===== src/rtl/spi_pkg.sv =====
// Definitions shared by spi_reporter and spi_listener: FSM state encoding and header mask.
// Defining SPI_REPORTER_CHECKSUM_EN adds the CK state for the trailing checksum byte.
package spi_pkg;

    typedef enum logic [2:0] {
        IDLE,
        GAP,
        B0,
        B1,
        B2
`ifdef SPI_REPORTER_CHECKSUM_EN
        , CK
`endif
    } state_t;

    // Bits of first_byte that overwrite the top of byte 0.
    localparam logic [2:0] HDR_MASK = 3'b111;

    function automatic logic [7:0] checksum3(input logic [7:0] b0, input logic [7:0] b1,
                                             input logic [7:0] b2);
        return b0 ^ b1 ^ b2;
    endfunction

endpackage


===== src/rtl/spi_reporter.sv =====
// Serialises 24-bit report words into 3-byte frames (4 with SPI_REPORTER_CHECKSUM_EN)
// for an SPI byte engine, with a per-byte acceptance timeout and an optional inter-frame gap.
module spi_reporter
    import spi_pkg::*;
#(
    parameter logic [7:0]  first_byte       = 8'h00,
    parameter int unsigned reporter_timeout = 400,
    parameter int unsigned frame_gap        = 0
) (
    input  logic        clk,
    input  logic        rst_n,
    input  logic        report_valid,
    input  logic [23:0] report_data,
    output logic        report_ready,
    output logic [7:0]  tx_byte,
    output logic        tx_byte_valid,
    input  logic        tx_byte_ready,
    output logic        frame_done,
    output logic        timeout_err
);

    localparam logic [15:0] TIMEOUT_CNT = 16'(reporter_timeout);
    localparam logic [15:0] GAP_LAST    = (frame_gap == 0) ? 16'd0 : 16'(frame_gap - 1);
    localparam state_t      END_STATE   = (frame_gap == 0) ? IDLE : GAP;

    state_t      state_q, state_d;
    logic [20:0] data_q, data_d;
    logic [7:0]  tx_byte_q, tx_byte_d;
    logic        tx_valid_q, tx_valid_d;
    logic [15:0] wait_q, wait_d;
    logic [15:0] gap_q, gap_d;
    logic        done_q, done_d;
    logic        tmo_q, tmo_d;
    logic [7:0]  head_in;

    // The top three report bits are replaced by the frame header and never stored.
    logic [2:0]  unused_report_bits;
    assign unused_report_bits = report_data[23:21];

    assign head_in = {first_byte[7:5] & HDR_MASK, report_data[20:16]};

`ifdef SPI_REPORTER_CHECKSUM_EN
    logic [7:0] head_q;
    logic [7:0] ck_byte;
    assign head_q  = {first_byte[7:5] & HDR_MASK, data_q[20:16]};
    assign ck_byte = checksum3(head_q, data_q[15:8], data_q[7:0]);
`endif

    assign report_ready  = (state_q == IDLE);
    assign tx_byte       = tx_byte_q;
    assign tx_byte_valid = tx_valid_q;
    assign frame_done    = done_q;
    assign timeout_err   = tmo_q;

    always_comb begin
        state_d    = state_q;
        data_d     = data_q;
        tx_byte_d  = tx_byte_q;
        tx_valid_d = tx_valid_q;
        wait_d     = wait_q;
        gap_d      = gap_q;
        done_d     = 1'b0;
        tmo_d      = 1'b0;

        unique case (state_q)
            IDLE: begin
                if (report_valid) begin
                    data_d     = report_data[20:0];
                    tx_byte_d  = head_in;
                    tx_valid_d = 1'b1;
                    wait_d     = '0;
                    state_d    = B0;
                end
            end
            GAP: begin
                if (gap_q == GAP_LAST) begin
                    gap_d   = '0;
                    state_d = IDLE;
                end else begin
                    gap_d = gap_q + 16'd1;
                end
            end
            default: begin
                // A byte taken on the very cycle the count hits the limit wins over the timeout.
                if (tx_byte_ready) begin
                    wait_d = '0;
                    unique case (state_q)
                        B0: begin
                            state_d   = B1;
                            tx_byte_d = data_q[15:8];
                        end
                        B1: begin
                            state_d   = B2;
                            tx_byte_d = data_q[7:0];
                        end
`ifdef SPI_REPORTER_CHECKSUM_EN
                        B2: begin
                            state_d   = CK;
                            tx_byte_d = ck_byte;
                        end
`endif
                        default: begin
                            state_d    = END_STATE;
                            tx_byte_d  = '0;
                            tx_valid_d = 1'b0;
                            gap_d      = '0;
                            done_d     = 1'b1;
                        end
                    endcase
                end else if (wait_q == TIMEOUT_CNT) begin
                    state_d    = END_STATE;
                    tx_byte_d  = '0;
                    tx_valid_d = 1'b0;
                    wait_d     = '0;
                    gap_d      = '0;
                    tmo_d      = 1'b1;
                end else begin
                    wait_d = wait_q + 16'd1;
                end
            end
        endcase
    end

    always_ff @(posedge clk) begin
        if (!rst_n) begin
            state_q    <= IDLE;
            data_q     <= '0;
            tx_byte_q  <= '0;
            tx_valid_q <= 1'b0;
            wait_q     <= '0;
            gap_q      <= '0;
            done_q     <= 1'b0;
            tmo_q      <= 1'b0;
        end else begin
            state_q    <= state_d;
            data_q     <= data_d;
            tx_byte_q  <= tx_byte_d;
            tx_valid_q <= tx_valid_d;
            wait_q     <= wait_d;
            gap_q      <= gap_d;
            done_q     <= done_d;
            tmo_q      <= tmo_d;
        end
    end

endmodule

===== config.mk =====
export PLATFORM = sky130hd
export DESIGN_NAME = spi_reporter
export DESIGN_NICKNAME = d
export VERILOG_FILES = /design/src/rtl/spi_pkg.sv /design/src/rtl/spi_reporter.sv
export SDC_FILE = /design/constraint.sdc
export NUM_CORES = 1
export LEC_CHECK = 0
export ABC_AREA = 0
export BUFFER_PORTS_ARGS = -buffer_cell sky130_fd_sc_hd__buf_2
export CAP_MARGIN = 0
export CORE_MARGIN = 8
export CORE_UTILIZATION = 30
export CTS_CLUSTER_DIAMETER = 150
export CTS_CLUSTER_SIZE = 10
export DETAILED_ROUTE_END_ITERATION = 10
export PLACE_DENSITY_LB_ADDON = 0.08
export SLEW_MARGIN = 20
export SYNTH_ARGS = -nofsm -noshare
export SYNTH_HDL_FRONTEND = slang
export SYNTH_SLANG_ARGS = --single-unit

===== constraint.sdc =====
create_clock -name clk -period 2.5 [get_ports clk]
set_clock_uncertainty 0.1 [all_clocks]
set_input_delay 0.125 -clock clk [delete_from_list [all_inputs] [get_ports clk]]
set_output_delay 0.125 -clock clk [all_outputs]
set_load 0.02 [all_outputs]

==> flow_summary.json <==
{
  "async_flop_share_pct": 0,
  "cts_max_level": 3,
  "start_util_pct": 30.8,
  "maxCapViolations": 0,
  "hold_class": "input pin to flop",
  "synth_edf_count": 0,
  "nNetsFinal": 485,
  "clk_pin_slew_ps": 70,
  "hpwl_mm": 5.66,
  "cts_buffer_depth": 2,
  "worstMarginPinSlew_ps": 917,
  "wl_per_cell_um": 13.7,
  "cp.required_ps": 2670,
  "grt.total_usage_pct": 12.8,
  "grt-ovfl-total": 0,
  "die-height_um": 116,
  "stdcell_count": 591,
  "wirelength_mm": 8.08,
  "path_common_cell": "or4_4",
  "worst_hold_slack_ps": 90.2,
  "fin_ws_ps": 1.64,
  "power_density_nw_per_um2": 589,
  "worstSkewPairLatency_ps": 330,
  "fmax_ghz": 0.400,
  "fin_util_pct": 40.2,
  "grt_pass1_wl_mm": 13.8,
  "outcome": "finished, final reports clean",
  "gp_congestion": 0.739,
  "ys_seq_area_share_pct": 41.5,
  "num_rows": 36,
  "drt_first_pass_iters": 4,
  "fp.coreArea_um2": 9730,
  "cp_num_buf_inv": 1,
  "synth_top_area_cell": "dfxtp_1",
  "period_needed_ps": 2500,
  "post_cts_buffers": 0,
  "p_leak_nw": 1.48,
  "cp.arrival_ps": 2670,
  "post-route-period-util_pct": 99.9,
  "n_fill_cell": 1063,
  "yosysWarnings": 0,
  "rsz0062_at_grt": "true",
  "n_antenna_cell": 0,
  "avgSynthCellArea_um2": 7.94,
  "areaGrowthSynthToFinish_pct": 30.8,
  "synth_commonest_cells": "62 x dfxtp_1, 53 x nand2_1, 38 x a21oi_1, 38 x nor2_1, 21 x clkbuf_1",
  "drtIter0Drc": 145,
  "crit_path_max_incr_delay_ps": 590,
  "synth.most_common_cell": "dfxtp_1",
  "critPathCaptureType": "flop",
  "path_class": "flop to flop",
  "synth-seq-cells": 62,
  "drc_errors": 0,
  "dp_slack_ps": -40.9,
  "worstSetupStartpointType": "flop",
  "port_buffers": 36,
  "grt_pass1_vias": 2785,
  "slew_violations": 0,
  "drive_gt1_share_pct": 23.1,
  "viasPerCell": 4.92,
  "syn_inst": 377,
  "finalSetupTns_ps": 0,
  "antenna_left": 0,
  "slew_headroom_pct": 38.8,
  "syn_nets": 409,
  "worstPathCellList": "or4_4 -> or4_4 -> buf_6 -> a211o_1 -> or3_4 -> a21oi_2",
  "synthFlopType": "dfxtp_1",
  "pin_count": 40,
  "vias": 2907,
  "finalSetupViolCount": 0,
  "path_max_fanout": 3,
  "die_w_um": 116,
  "ys_types": 46,
  "placed_cells": 558,
  "cpLargestDelayFamily": "simple AND/OR/NAND/NOR gates",
  "cts_tree": "built",
  "cts.sinks": 62,
  "cts_buffers": 9,
  "cp_slowest_cell": "or4_4",
  "grt_max_degree": 27,
  "synth_top_area_share_pct": 41.5,
  "hold_viol": 0,
  "grt_antenna_before_repair": 0,
  "irDropWorstVdd_uv": 253,
  "clockRootBuffer": "clkbuf_8",
  "netlist_area_um2": 2990,
  "die_area_um2": 13400,
  "synthTopCellsByArea": "dfxtp_1 41%, nand2_1 6.6%, a21oi_1 6.4%, nor2_1 4.8%, xor2_1 2.9%"
}
## stage by stage
step / instance area [µm²] / power (mW)
after floorplan: 3000 / 1.36
after global placement: 3530 / 1.53
after detailed placement: 3530 / 1.53
after CTS: 3870 / 2.33
after global routing: 3920 / 2.44
final: 3920 / 2.31
## where the power goes
part / switching, mW / leakage [nW] / internal (mW)
combinational: 0.275 / 0.891 / 0.184
sequential: 0.0327 / 0.505 / 1.04
clock: 0.393 / 0.0861 / 0.383
total: 0.701 / 1.48 / 1.60
## placed cells by master, fill, tap and decap left out, drive strengths merged, types with 6 or more instances in the layout
master / n
or4: 9
and3: 9
buf: 73
nand4: 10
a21oi: 38
nor2: 38
a211oi: 7
inv: 9
dfxtp: 62
clkbuf: 12
nand2: 53
nor4: 6
o21ai: 10
xor2: 10
o31ai: 9
dlygate4sd3: 17
nor3: 12
nand3: 13
## worst min-delay path: stages
cell and delay (ps):
buf_2 180, nand2_1 100, o211ai_1 70
## sequential cells by signal, indices dropped and copies added (netlist names)
register,count
tx_byte_valid,1
state_q,3
gap_q,16
frame_done,1
timeout_err,1
wait_q,16
tx_byte,8
data_q,16
## final cells by class
class	instances	area (µm²)	area share [%]
multi-input cells	281	1660	42.4
flip-flops and latches	62	1240	31.8
repair buffers	90	644	16.5
well taps	133	166	4.25
clock buffers	12	145	3.71
inverters	9	33.8	0.863
clock inverters	4	22.5	0.575
## per-layer routing
metal	GRT usage (%)	vias up	share of wire, %
li1	-	1505	-
met1	17.7	1349	53
met2	18.8	43	43
met3	2.71	10	2.7
met4	4.67	0	1.3
met5	0	-	0
## cell families after synthesis
logic type	after synthesis	synth area share, %
xor+xnor	13	3.80
flops	62	41.5
mux	3	1.00
simple gates	180	30.8
compound gates	81	16.8
buf+inv	34	4.55
fa+ha+maj	4	1.67
## final timing paths
path | startpoint | endpoint | slack (ps) | cells past startpoint
setup reg to reg | wait_q[6] | gap_q[4] | 2 | 6
setup / recovery | wait_q[6] | gap_q[4] | 2 | 6
hold reg to reg | data_q[15] | data_q[15] | 360 | 2
hold / removal | rst_n | wait_q[12] | 90 | 3
## what timing repair did
item | in CTS | in global routing
hold buffers | 17 | 0
resized for setup | 2 | 10
gates cloned | 0 | 0
pin swaps | 1 | 5
hold endpoints to repair | 17 | 0
setup endpoints to repair | 8 | 17
No activity file was read; power rests on OpenSTA's default activity.
